<file path="src/rtl/ofdm_cp_remover_if.sv">
// Sample-stream handshake bundle: data, end marker and valid/ready.
interface ofdm_cp_remover_if #(
  parameter int WIDTH = 32
) ();
  logic [WIDTH-1:0] tdata;
  logic             tlast;
  logic             tvalid;
  logic             tready;

  modport master (output tdata, tlast, tvalid, input tready);
  modport slave  (input tdata, tlast, tvalid, output tready);
endinterface

</file>
<file path="src/rtl/ofdm_cp_remover.sv">
// Cyclic-prefix remover: drops cp_len samples, passes sym_len samples closed by tlast.
// Optional zero padding of truncated symbols: define OFDM_CP_REMOVER_PAD_EN.
module ofdm_cp_remover #(
  parameter logic [7:0]  BASE    = 8'd0,
  parameter int          WIDTH   = 32,
  parameter logic [15:0] CP_DEF  = 16'd16,
  parameter logic [15:0] SYM_DEF = 16'd64
) (
  input  logic              clk,
  input  logic              aresetn,
  input  logic              clear,
  input  logic              set_stb,
  input  logic [7:0]        set_addr,
  input  logic [31:0]       set_data,
  ofdm_cp_remover_if.slave  in_i,
  ofdm_cp_remover_if.master out_o,
  output logic              o_trunc
);

`ifdef OFDM_CP_REMOVER_PAD_EN
  typedef enum logic [1:0] {S_CP, S_SYM, S_PAD} state_t;
`else
  typedef enum logic [0:0] {S_CP, S_SYM} state_t;
`endif

  state_t           state_q, state_d;
  logic [15:0]      cp_len_q, sym_len_q;
  logic [15:0]      cp_sh_q, cp_sh_d, sym_sh_q, sym_sh_d;
  logic [15:0]      cnt_q, cnt_d;
  logic             frame_start_q, frame_start_d;
  logic [WIDTH-1:0] tdata_q, tdata_d;
  logic             tlast_q, tlast_d, tvalid_q, tvalid_d, trunc_q, trunc_d;

  logic        wr_cp, wr_sym, run, out_free, ready, pass, accept, last_sym;
  logic [15:0] cp_new, sym_raw, sym_new, cp_eff, sym_eff, sym_cnt;
  logic        unused_set_hi;

  assign unused_set_hi = ^set_data[31:16];
  assign wr_cp   = set_stb && (set_addr == BASE);
  assign wr_sym  = set_stb && (set_addr == BASE + 8'd1);
  // A write in the same cycle as frame start is bypassed into the shadow copy.
  assign cp_new  = wr_cp  ? set_data[15:0] : cp_len_q;
  assign sym_raw = wr_sym ? set_data[15:0] : sym_len_q;
  assign sym_new = (sym_raw == 16'd0) ? 16'd1 : sym_raw;
  assign cp_eff  = frame_start_q ? cp_new  : cp_sh_q;
  assign sym_eff = frame_start_q ? sym_new : sym_sh_q;
  assign run      = aresetn & ~clear;
  assign out_free = out_o.tready | ~tvalid_q;

  always_comb begin
    state_d       = state_q;
    cnt_d         = cnt_q;
    frame_start_d = frame_start_q;
    cp_sh_d       = cp_sh_q;
    sym_sh_d      = sym_sh_q;
    tdata_d       = tdata_q;
    tlast_d       = tlast_q;
    tvalid_d      = tvalid_q & ~out_o.tready;
    trunc_d       = 1'b0;
    ready         = 1'b0;
    pass          = 1'b0;
    sym_cnt       = 16'd0;
    last_sym      = 1'b0;

    case (state_q)
      S_CP: begin
        pass  = (cp_eff == 16'd0);
        ready = pass ? out_free : 1'b1;
      end
      S_SYM: begin
        pass    = 1'b1;
        ready   = out_free;
        sym_cnt = cnt_q;
      end
      default: ready = 1'b0;
    endcase
    ready  = ready & run;
    accept = in_i.tvalid & ready;

    if (accept) begin
      if (frame_start_q) begin
        cp_sh_d       = cp_eff;
        sym_sh_d      = sym_eff;
        frame_start_d = 1'b0;
      end
      if (!pass) begin
        if (in_i.tlast) begin
          cnt_d         = 16'd0;
          frame_start_d = 1'b1;
        end else if (cnt_q == cp_eff - 16'd1) begin
          cnt_d   = 16'd0;
          state_d = S_SYM;
        end else begin
          cnt_d = cnt_q + 16'd1;
        end
      end else begin
        last_sym = (sym_cnt == sym_eff - 16'd1);
        tdata_d  = in_i.tdata;
        tvalid_d = 1'b1;
        tlast_d  = last_sym;
        if (in_i.tlast) frame_start_d = 1'b1;
        if (last_sym) begin
          cnt_d   = 16'd0;
          state_d = S_CP;
        end else if (in_i.tlast) begin
          trunc_d = 1'b1;
`ifdef OFDM_CP_REMOVER_PAD_EN
          cnt_d   = sym_cnt + 16'd1;
          state_d = S_PAD;
`else
          tlast_d = 1'b1;
          cnt_d   = 16'd0;
          state_d = S_CP;
`endif
        end else begin
          cnt_d   = sym_cnt + 16'd1;
          state_d = S_SYM;
        end
      end
    end

`ifdef OFDM_CP_REMOVER_PAD_EN
    // Padding uses the shadow length of the frame that was truncated.
    if (state_q == S_PAD && out_free && run) begin
      tdata_d  = '0;
      tvalid_d = 1'b1;
      tlast_d  = (cnt_q == sym_sh_q - 16'd1);
      if (tlast_d) begin
        cnt_d   = 16'd0;
        state_d = S_CP;
      end else begin
        cnt_d = cnt_q + 16'd1;
      end
    end
`endif
  end

  always_ff @(posedge clk) begin
    if (!aresetn) begin
      cp_len_q  <= CP_DEF;
      sym_len_q <= SYM_DEF;
    end else begin
      if (wr_cp)  cp_len_q  <= set_data[15:0];
      if (wr_sym) sym_len_q <= set_data[15:0];
    end
  end

  always_ff @(posedge clk) begin
    if (!aresetn || clear) begin
      state_q       <= S_CP;
      cnt_q         <= 16'd0;
      frame_start_q <= 1'b1;
      cp_sh_q       <= 16'd0;
      sym_sh_q      <= 16'd0;
      tdata_q       <= '0;
      tlast_q       <= 1'b0;
      tvalid_q      <= 1'b0;
      trunc_q       <= 1'b0;
    end else begin
      state_q       <= state_d;
      cnt_q         <= cnt_d;
      frame_start_q <= frame_start_d;
      cp_sh_q       <= cp_sh_d;
      sym_sh_q      <= sym_sh_d;
      tdata_q       <= tdata_d;
      tlast_q       <= tlast_d;
      tvalid_q      <= tvalid_d;
      trunc_q       <= trunc_d;
    end
  end

  assign in_i.tready  = ready;
  assign out_o.tdata  = tdata_q;
  assign out_o.tlast  = tlast_q;
  assign out_o.tvalid = tvalid_q;
  assign o_trunc      = trunc_q;

endmodule

</file>
<file path="src/flat_wrapper.sv">
// flat-port wrapper written by rule: the top's interface ports become plain ports
module ofdm_cp_remover_flat 
#(
  parameter logic [7:0]  BASE    = 8'd0,
  parameter int          WIDTH   = 32,
  parameter logic [15:0] CP_DEF  = 16'd16,
  parameter logic [15:0] SYM_DEF = 16'd64
)
  (clk, aresetn, clear, set_stb, set_addr, set_data, o_trunc, in_i_tdata, in_i_tlast, in_i_tvalid, in_i_tready, out_o_tdata, out_o_tlast, out_o_tvalid, out_o_tready);
  ofdm_cp_remover_if #(.WIDTH(WIDTH)) in_i_i ();
  ofdm_cp_remover_if #(.WIDTH(WIDTH)) out_o_i ();
  input  logic clk;
  input  logic aresetn;
  input  logic clear;
  input  logic set_stb;
  input  logic [7:0] set_addr;
  input  logic [31:0] set_data;
  output logic o_trunc;
  input wire logic [$bits(in_i_i.tdata)-1:0] in_i_tdata;
  input wire logic [$bits(in_i_i.tlast)-1:0] in_i_tlast;
  input wire logic [$bits(in_i_i.tvalid)-1:0] in_i_tvalid;
  output wire logic [$bits(in_i_i.tready)-1:0] in_i_tready;
  output wire logic [$bits(out_o_i.tdata)-1:0] out_o_tdata;
  output wire logic [$bits(out_o_i.tlast)-1:0] out_o_tlast;
  output wire logic [$bits(out_o_i.tvalid)-1:0] out_o_tvalid;
  input wire logic [$bits(out_o_i.tready)-1:0] out_o_tready;
  assign in_i_i.tdata = in_i_tdata;
  assign in_i_i.tlast = in_i_tlast;
  assign in_i_i.tvalid = in_i_tvalid;
  assign in_i_tready = in_i_i.tready;
  assign out_o_tdata = out_o_i.tdata;
  assign out_o_tlast = out_o_i.tlast;
  assign out_o_tvalid = out_o_i.tvalid;
  assign out_o_i.tready = out_o_tready;
  ofdm_cp_remover #(.BASE(BASE), .WIDTH(WIDTH), .CP_DEF(CP_DEF), .SYM_DEF(SYM_DEF)) u_core (.clk(clk), .aresetn(aresetn), .clear(clear), .set_stb(set_stb), .set_addr(set_addr), .set_data(set_data), .in_i(in_i_i), .out_o(out_o_i), .o_trunc(o_trunc));
endmodule
</file>
<file path="config.mk">
export PLATFORM = sky130hd
export DESIGN_NAME = ofdm_cp_remover_flat
export DESIGN_NICKNAME = d
export VERILOG_FILES = /design/src/rtl/ofdm_cp_remover_if.sv /design/src/rtl/ofdm_cp_remover.sv /design/src/flat_wrapper.sv
export SDC_FILE = /design/constraint.sdc
export NUM_CORES = 1
export LEC_CHECK = 0
export BUFFER_PORTS_ARGS = -buffer_cell sky130_fd_sc_hd__buf_4
export CORE_MARGIN = 10
export CORE_UTILIZATION = 60
export DETAILED_ROUTE_END_ITERATION = 7
export PLACE_DENSITY = 0.84
export SLEW_MARGIN = 30
export SYNTH_ARGS = -nofsm -noshare
export SYNTH_HDL_FRONTEND = slang
export SYNTH_SLANG_ARGS = --single-unit
</file>
<file path="constraint.sdc">
create_clock -name clk -period 13.05 [get_ports clk]
set_clock_uncertainty 0.1 [all_clocks]
set_input_delay 1.9575 -clock clk [delete_from_list [all_inputs] [get_ports clk]]
set_output_delay 1.9575 -clock clk [all_outputs]
set_load 0.01 [all_outputs]
</file>
==> results of run 1 <==
metal layers:
layer  vias to the layer above  share of wire  global-route usage
met4                         0          0.043               0.145
met3                        67           0.11              0.0959
li1                       3295              -                   -
met2                       375           0.45               0.401
met1                      3242           0.40               0.302
met5                         -              0                   0
power groups by stage:
stage,sequential [mW],combinational (mW),clock [mW]
after floorplan,0.374,0.0442,0
after global placement,0.376,0.0733,0
after detailed placement,0.376,0.0741,0
after CTS,0.369,0.0752,0.451
after global routing,0.369,0.0832,0.465
final,0.369,0.0772,0.448
cell usage in the layout, fill, tap and decap left out, types with 15 or more instances in the layout:
master	count
clkbuf_16	17
buf_4	105
and2_1	18
nor3_1	23
xor2_1	23
a21oi_1	61
nand2_1	116
nand4_1	15
nor2_1	96
nor2b_1	39
mux2i_1	24
nand3_1	18
xnor2_1	27
dfxtp_1	116
a31oi_1	19
a211oi_1	34
state kept, by name, summed over array words and instances, names as in the netlist:
name	count
u_core.frame_start_q	1
u_core.cp_sh_q	16
u_core.cnt_q	16
u_core.o_trunc	1
u_core.cp_len_q	16
u_core.state_q	1
u_core.sym_len_q	16
u_core.out_o.tlast	1
u_core.out_o.tvalid	1
u_core.out_o.tdata	32
u_core.sym_sh_q	16
final timing paths:
kind,end,slack [ns],cells after the start
setup / recovery,in_i_tready,5.49,12
hold / removal,u_core.out_o.tdata[19],0.35,2
setup reg to reg,u_core.cnt_q[7],7.54,14
hold reg to reg,u_core.out_o.tdata[19],0.35,2
cell families after synthesis:
logic type / Yosys count / synth area share
xor+xnor: 51 / 0.0668
buf+inv: 71 / 0.0417
simple gates: 399 / 0.296
mux: 25 / 0.0365
fa+ha+maj: 5 / 0.00907
compound gates: 208 / 0.210
flops: 117 / 0.340
stage by stage:
stage          hold WS, ns  cells
6_report             0.353   1094
2_1_floorplan        0.343    876
3_5_place_dp         0.347   1063
4_1_cts              0.354   1094
3_3_place_gp         0.342   1063
5_1_grt              0.370   1094
critical path, stage by stage:
cell	delay (ns)
buf_4	0.12
or4_1	0.89
nor3_2	0.42
mux2i_1	0.34
nor2_1	0.07
a21oi_1	0.22
ha_1	0.19
nand3_1	0.07
o41ai_2	0.72
nor2b_1	0.29
nor2_1	0.06
buf_4	0.15
final cells by class:
cell class	count	area (um^2)
Inverter	10	37.5
Multi-Input combinational cell	688	4290
Clock buffer	20	467
Timing Repair Buffer	105	788
Fill cell	931	3120
Sequential cell	117	2340
Tap cell	143	179
Clock inverter	11	103
==> results.md, run 1 <==
* Syn nets at 960
* Post-Syn Area at 6890 um^2
* Clock Path Buffers at 2
* Leakage at 3.09 nW
* Ys flop type: dfxtp_1
* Dpl ws at 5.69 ns
* Vias in the first global route at 6591
* Post-layout nets at 1023
* Share of cells above drive strength 1 at 0.168
* Via count at 6979
* CTS Hold Bufs at 0
* Yosys reg bits at 117
* Worst slew pin tran at 0.927 ns
* Chip Width at approximately 130 um
* Maximum vdd ir drop at 108 uV
* Clock network fraction of total power at 0.501
* # DRC at 0
* Part of the power in registers at 0.412
* IO Port Bufs at 98
* Setup crit end kind: output port
* Final WL at 21400 um
* Reg2reg start: u_core.frame_start_q
* Endpoints failing hold at 0
* Post-place instance area at 7630 um^2
* Area leader, netlist: dfxtp_1
* RSZ-0062 raised after global routing: no
* Worst Path Arrival at 5.50 ns
* Most common cell in the netlist: dfxtp_1
* Die Y at 127 um
* Min Clock Period, post-route at 7.56 ns
* Root Buffer: clkbuf_16
* Synth unique cells at 76
* Detail-routed via count per cell at 6.38
* Achievable frequency at 132 MHz
* Core area at between 10000 and 15000 um^2
* Area contributors post-synth: dfxtp_1 (34%), nand2_1 (6.3%), nor2_1 (5.2%)
* Crit Path Category: in -> out
* Rel. slew slack at 0.379
* Synth top cells by count: dfxtp_1 (117), nand2_1 (116), nor2_1 (96), a21oi_1 (61), clkbuf_1 (41)
* Initial antenna violation count at 0
* CP Data Required Time at approximately 11 ns
* Worst hold start: u_core.out_o.tdata[19]
* Critical Path Start Type: input port
* Sw frac at 0.252
* Max Cap Viol at 0
* # Post-CTS Setup Buffers at 0
* Largest net degree at the start of global routing at 70
* Critical path peak fanout at 15
* Final WS setup at 5.49 ns
* Initial Util at 0.609
* Post-synth ARST share at 0
* First-pass GRT wire length at between 30000 and 40000 um
* Gpl congestion at 0.934
* Yosys top cell area share at 0.340
* CTS tree: done
* Period utilization at 0.579
* Status: finished, final reports clean
* ANT nets after route at 0
* Sequential share of the synthesized area at 0.340
* Antenna fix cells at 0
* First-pass detailed-route iteration total at 7
* Cell count after synthesis at between 800 and 900
* Syn-to-layout area delta at 19.0%
* Dpl hpwl at 14600 um
* Post-route cell area at 8200 um^2
* Final core occ at 0.725
* Warnings from Yosys at 0
* GRT overflow at 0
* Clock latency on the worst-skew pair at ~0.43 ns
* Power Density at approximately 110 nW/um^2
* Post-cts gate resize count at 0
* Final max-slew violation count at 0
* Mean Syn Cell Area at 7.87 um^2
* Io pins at 115
* Full die area at between 15000 and 20000 um^2
* Switching power at 225 uW
* Reg clk slew, reported paths at 0.05 ns
* Clock tree sinks at 117
* CTS buffer count at 17
* Number of DRC markers in iteration 0 at between 800 and 900
* Post-synth EDFFs at 0
* Final Power at 894 uW
* Final setup fails at 0
* CTS H-tree depth at 4
* GRT Resource Usage Total at 0.258
* Worst Setup SP: set_addr[5]
* Comb power frac at 0.086
* Post-DR wirelength/cell at 19.5 um
* Setup TNS at 0 ns
* Int Power at 669 uW
* Worst hold path type: reg -> reg
* Cell Rows at 39
Note: power is estimated with default switching activity, not from simulation.
==> run 2: changes to the inputs <==
- ABC_AREA: not set -> 1
- CORE_UTILIZATION: 60 -> 58
- PLACE_DENSITY: 0.84 -> 0.81
- clock period: 13.05 -> 7.4 ns (I/O delays scaled with it)
==> results.md, run 2 <==
* Mean Syn Cell Area at 6.28 um^2
* Syn nets at about 1300
* Cell count of the worst reg-to-reg path at 18
* Leakage at 4.27 nW
* CP Data Required Time at 6.19 ns
* Setup TNS at 0 ns
* Synth top cells by count: nand2_1 (412), inv_1 (118), dfxtp_1 (117), nor2_1 (105), a21oi_1 (98)
* Area contributors post-synth: dfxtp_1 (31%), nand2_1 (20%), a21oi_1 (6.4%)
* Critical path peak fanout at 36
* Final setup fails at 0
* Post-synth ARST share at 0
* # DRC at 0
* Maximum vdd ir drop at 173 uV
* Ys flop type: dfxtp_1
* Worst hold path type: reg -> reg
* Detail-routed via count per cell at 5.42
* RSZ-0062 raised after global routing: no
* Root Buffer: clkbuf_16
* Max Cap Viol at 0
* Final Power at 1.66 mW
* Warnings from Yosys at 0
* Initial Util at 0.601
* Clock tree sinks at 117
* Max reg flops at 32
* Via count at 7993
* CTS H-tree depth at 4
* Area leader, netlist: dfxtp_1
* Endpoints failing hold at 0
* Vias in the first global route at 7538
* Dpl hpwl at 15400 um
* First-pass detailed-route iteration total at 6
* Post-cts gate resize count at 0
* Clock Path Buffers at 2
* Antenna fix cells at 0
* Io pins at 115
* Reg2reg start: u_core.frame_start_q
* Crit Path Category: in -> out
* Final WL at 21900 um
* Most common cell in the netlist: nand2_1
* Critical Path Start Type: input port
* Post-synth EDFFs at 0
* CTS Hold Bufs at 0
* Gpl congestion at 0.905
* Commonest cells after routing, fill and taps aside: nand2_1 (412), inv_1 (117), dfxtp_1 (117)
* Power Density at 186 nW/um^2
* # Post-CTS Setup Buffers at 0
* CTS buffer count at 17
* Period utilization at 0.666
* CTS tree: done
* Yosys top cell area share at 0.305
* First-pass GRT wire length at roughly 36000 um
* Setup crit end kind: output port
* IO Port Bufs at 98
* Rel. slew slack at 0.380
* Cell count after synthesis at 1222
* ANT nets after route at 0
* Sequential share of the synthesized area at 0.305
* R2R Path End: u_core.cnt_q[4]
* Number of DRC markers in iteration 0 at about 850
* Post-Syn Area at 7670 um^2
* Cell Rows at 41
* Slack of the worst reg-to-reg path at around 3.8 ns
* Reg clk slew, reported paths at 0.06 ns
* Share of cells above drive strength 1 at 0.160
* GRT overflow at 0
* GRT Resource Usage Total at 0.242
* Full die area at 18200 um^2
* Worst Path Arrival at 3.72 ns
* Final max-slew violation count at 0
* Chip Width at 135 um
* Largest net degree at the start of global routing at 64
* Worst hold start: u_core.sym_len_q[6]
* Worst slew pin tran at 0.929 ns
* Core area at 12800 um^2
* Synth unique cells at 46
* Post-layout nets at roughly 1400
* Min Clock Period, post-route at 4.93 ns
* Yosys reg bits at between 100 and 150
* Post-DR wirelength/cell at 14.9 um
* Achievable frequency at 203 MHz
* Hold Path Sink: u_core.sym_len_q[6]
* Clock latency on the worst-skew pair at approximately 0.43 ns
* Die Y at 135 um
* Syn-to-layout area delta at 16.3%
* Commonest non-fill, non-tap cell in the layout: nand2_1
* Number of fill cells at 1113
* Cell depth of the worst min-delay path at 2
* Initial antenna violation count at 0
* Status: finished, final reports clean
## run 2: changes by cell type after synthesis, sizes merged, moves of 26 or more
cell | previous run | this run
a211oi | 34 | 0
o21ai | 16 | 42
a21oi | 61 | 100
inv | 8 | 129
nand3 | 18 | 106
nor2b | 40 | 0
nand2 | 116 | 437
## run 2: where the power goes
part / internal, mW / switching, mW / leakage (nW) / total [mW]
Sequential: 0.638 / 0.0120 / 0.946 / 0.650
Clock: 0.504 / 0.333 / 0.292 / 0.837
Combinational: 0.0641 / 0.108 / 3.03 / 0.173
## run 2: through the flow
step | setup slack (ns) | instance area (um^2) | hold slack (ns) | instances | utilization
2_1_floorplan | 3.44 | 7670 | 0.324 | 1222 | -
3_3_place_gp | 2.53 | 8330 | 0.334 | 1443 | 0.652
3_5_place_dp | 2.50 | 8330 | 0.343 | 1443 | 0.652
4_1_cts | 2.47 | 8920 | 0.356 | 1475 | 0.699
5_1_grt | 2.24 | 8920 | 0.383 | 1475 | 0.699
6_report | 2.47 | 8920 | 0.355 | 1475 | 0.699
## run 2: cells by family (layout without fill, tap and decap cells)
kind of cell	after synthesis	count (layout)	share of synthesized area
simple gates	728	728	0.432
xor+xnor	39	39	0.0445
fa+ha+maj	5	5	0.00816
buf+inv	185	266	0.109
flops	117	117	0.305
compound gates	148	148	0.101
## run 2: critical path, stage by stage
cell,delay [ns]
buf_4,0.11
nor2_1,0.12
nand2_2,0.10
nor2_8,0.40
nand2_4,0.28
nand2_2,0.13
nand2_1,0.09
a21boi_2,0.28
ha_1,0.20
inv_1,0.04
nor2_1,0.18
nand4_2,0.18
nand2_4,0.19
a21oi_4,0.10
buf_4,0.19
## run 2: metal layers
metal | share of wire | GRT usage | vias up
met5 | 0 | 0 | -
met4 | 0.024 | 0.0963 | 0
met3 | 0.083 | 0.0619 | 58
met2 | 0.47 | 0.396 | 333
met1 | 0.42 | 0.295 | 3587
li1 | - | - | 4015
## run 2: how the worst max path moves through the flow
stage                      startpoint           to  slack, ns  depth (start not counted)
after floorplan           set_addr[3]  in_i_tready       3.44                         14
after global placement    set_addr[3]  in_i_tready       2.53                         15
after detailed placement  set_addr[3]  in_i_tready       2.50                         15
after CTS                 set_addr[3]  in_i_tready       2.47                         15
after global routing      set_addr[4]  in_i_tready       2.24                         15
final                     set_addr[3]  in_i_tready       2.47                         15
## run 2: cell type report
class	count	area [um^2]	area share
Tap cell	172	215	0.0241
Timing Repair Buffer	103	773	0.0867
Sequential cell	117	2340	0.262
Multi-Input combinational cell	920	4490	0.503
Clock inverter	15	170	0.0191
Clock buffer	17	425	0.0477
Inverter	131	505	0.0566
==> run 3: changes to the inputs <==
- clock period: 7.4 -> 4.8 ns (I/O delays scaled with it)
==> results.md, run 3 (synthesis gave the netlist of run 2 again) <==
* Final WL at 21500 um
* Worst slew pin tran at 0.965 ns
* Number of DRC markers in iteration 0 at 753
* Detail-routed via count per cell at 5.39
* CP peak stage delay at slightly below 0.4 ns
* Power Density at 286 nW/um^2
* Cell depth of the worst min-delay path at 2
* Clock tree sinks at about 120
* CTS tree: done
* Share of cells above drive strength 1 at 0.162
* Final max-slew violation count at 0
* IO Port Bufs at 98
* CTS H-tree depth at 4
* Clock latency on the worst-skew pair at about 0.43 ns
* Part of the power in registers at 0.392
* Final core occ at 0.700
* Achievable frequency at 242 MHz
* First-pass detailed-route iteration total at 5
* Rel. slew slack at 0.356
* Maximum vdd ir drop at 255 uV
* Cell count of the worst reg-to-reg path at 16
* Sw frac at 0.273
* Post-DR wirelength/cell at 14.5 um
* Min Clock Period, post-route at 4.13 ns
* Max Cap Viol at 0
* Via count at about 8000
* Clock Path Buffers at 2
* Root Buffer: clkbuf_16
* Critical Path Start Type: input port
* Syn-to-layout area delta at 16.5%
* CP Data Required Time at slightly below 4 ns
* Comb power frac at 0.104
* Core area at 12800 um^2
* Setup crit end kind: output port
* Crit Path Category: in -> out
* Switching power at 698 uW
* Worst hold path type: reg -> reg
* Endpoints failing hold at 0
* Initial antenna violation count at 0
* Reg2reg start: u_core.frame_start_q
* Dpl hpwl at 15400 um
* Full die area at 18200 um^2
* Vias in the first global route at 7249
* GRT Resource Usage Total at 0.235
* Hold Path Sink: u_core.sym_len_q[6]
* CTS Hold Bufs at 0
* RSZ-0062 raised after global routing: no
* Die Y at 135 um
* Initial Util at 0.601
* Slack of the worst reg-to-reg path at 1.31 ns
* ANT nets after route at 0
* Post-layout nets at 1376
* Status: finished, final reports clean
* GRT overflow at 0
* Cell Rows at 41
* Number of fill cells at 1075
* Antenna fix cells at 0
* Period utilization at 0.861
* Leakage at 4.27 nW
* Int Power at 1.86 mW
* Max reg flops at 32
* Worst path cell trace: buf_4 -> nor2_1 -> nand2_2 -> nor2_8 -> nand2_4 -> nand2_2 -> nand2_1 -> a21boi_2 -> ha_1 -> inv_1 -> nor2_1 -> nand4_2 -> nand2_4 -> a21oi_4 -> buf_4
* Final setup fails at 0
* First-pass GRT wire length at 35200 um
* Critical-path top delay cell: nor2_8
* Reg clk slew, reported paths at 0.06 ns
* Worst hold start: u_core.sym_len_q[6]
* Largest net degree at the start of global routing at 63
* Worst Path Arrival at approximately 3.3 ns
* Setup TNS at 0 ns
* Gpl congestion at ~0.88
* Io pins at between 100 and 150
* CTS buffer count at 17
* Critical path peak fanout at 36
* Commonest cells after routing, fill and taps aside: nand2_1 (412), inv_1 (118), dfxtp_1 (117)
* Clock network fraction of total power at 0.504
* Post-cts gate resize count at 0
* # Post-CTS Setup Buffers at 0
* Chip Width at 135 um
* R2R Path End: u_core.cnt_q[6]
* Commonest non-fill, non-tap cell in the layout: nand2_1
* # DRC at 0
-- run 3: changes by cell type in the layout (fill, tap and decap cells not counted) --
cell | previous run | this run
inv_6 | 5 | 4
inv_1 | 117 | 118
clkinv_1 | 2 | 1
clkinvlp_4 | 1 | 4
buf_4 | 103 | 105
clkinv_4 | 4 | 3
clkinv_2 | 3 | 2
-- run 3: worst max-delay path by stage --
| stage | start | to | slack (ns) | depth (start not counted) |
|---|---|---|---|---|
| after floorplan | set_addr[3] | u_core.cnt_q[10] | 1.23 | 27 |
| after global placement | set_addr[3] | u_core.cnt_q[13] | 0.45 | 26 |
| after detailed placement | set_addr[3] | u_core.cnt_q[15] | 0.39 | 25 |
| after CTS | set_addr[3] | in_i_tready | 0.69 | 15 |
| after global routing | set_addr[3] | u_core.cnt_q[9] | 0.35 | 26 |
| final | set_addr[3] | in_i_tready | 0.67 | 15 |
-- run 3: worst max-delay path: cells and delay by family --
| kind | cells | cell delay, ns |
|---|---|---|
| fa+ha+maj | 1 | 0.19 |
| compound gates | 2 | 0.38 |
| buf+inv | 3 | 0.31 |
| simple gates | 9 | 1.68 |
-- run 3: cell type report --
cell class | instances | area, um^2 | share of cell area
well taps | 172 | 215 | 0.0241
clock buffers | 17 | 425 | 0.0476
inverters | 131 | 505 | 0.0566
multi-input cells | 920 | 4490 | 0.503
repair buffers | 105 | 788 | 0.0882
clock inverters | 15 | 170 | 0.0190
flip-flops and latches | 117 | 2340 | 0.262
-- run 3: per-stage QoR --
step / power, mW / cell area [um^2] / hold slack (ns) / worst slack (ns) / instances
floorplan: 1.20 / 7670 / 0.324 / 1.23 / 1222
global placement: 1.28 / 8340 / 0.334 / 0.449 / 1445
detailed placement: 1.28 / 8340 / 0.345 / 0.389 / 1445
CTS: 2.55 / 8940 / 0.358 / 0.691 / 1477
global route: 2.64 / 8940 / 0.378 / 0.350 / 1477
finish: 2.56 / 8940 / 0.357 / 0.666 / 1477
-- run 3: metal layers --
layer	part of all wire	track usage
met4	0.021	0.0837
met1	0.43	0.300
met3	0.087	0.0568
met5	0	0
met2	0.46	0.376
-- run 3: power groups by stage --
stage	sequential (mW)	combinational [mW]	clock (mW)
after detailed placement	1.02	0.261	0
final	1.00	0.266	1.29
after floorplan	1.01	0.186	0
after global routing	1.00	0.298	1.34
after CTS	1.00	0.262	1.29
after global placement	1.02	0.258	0
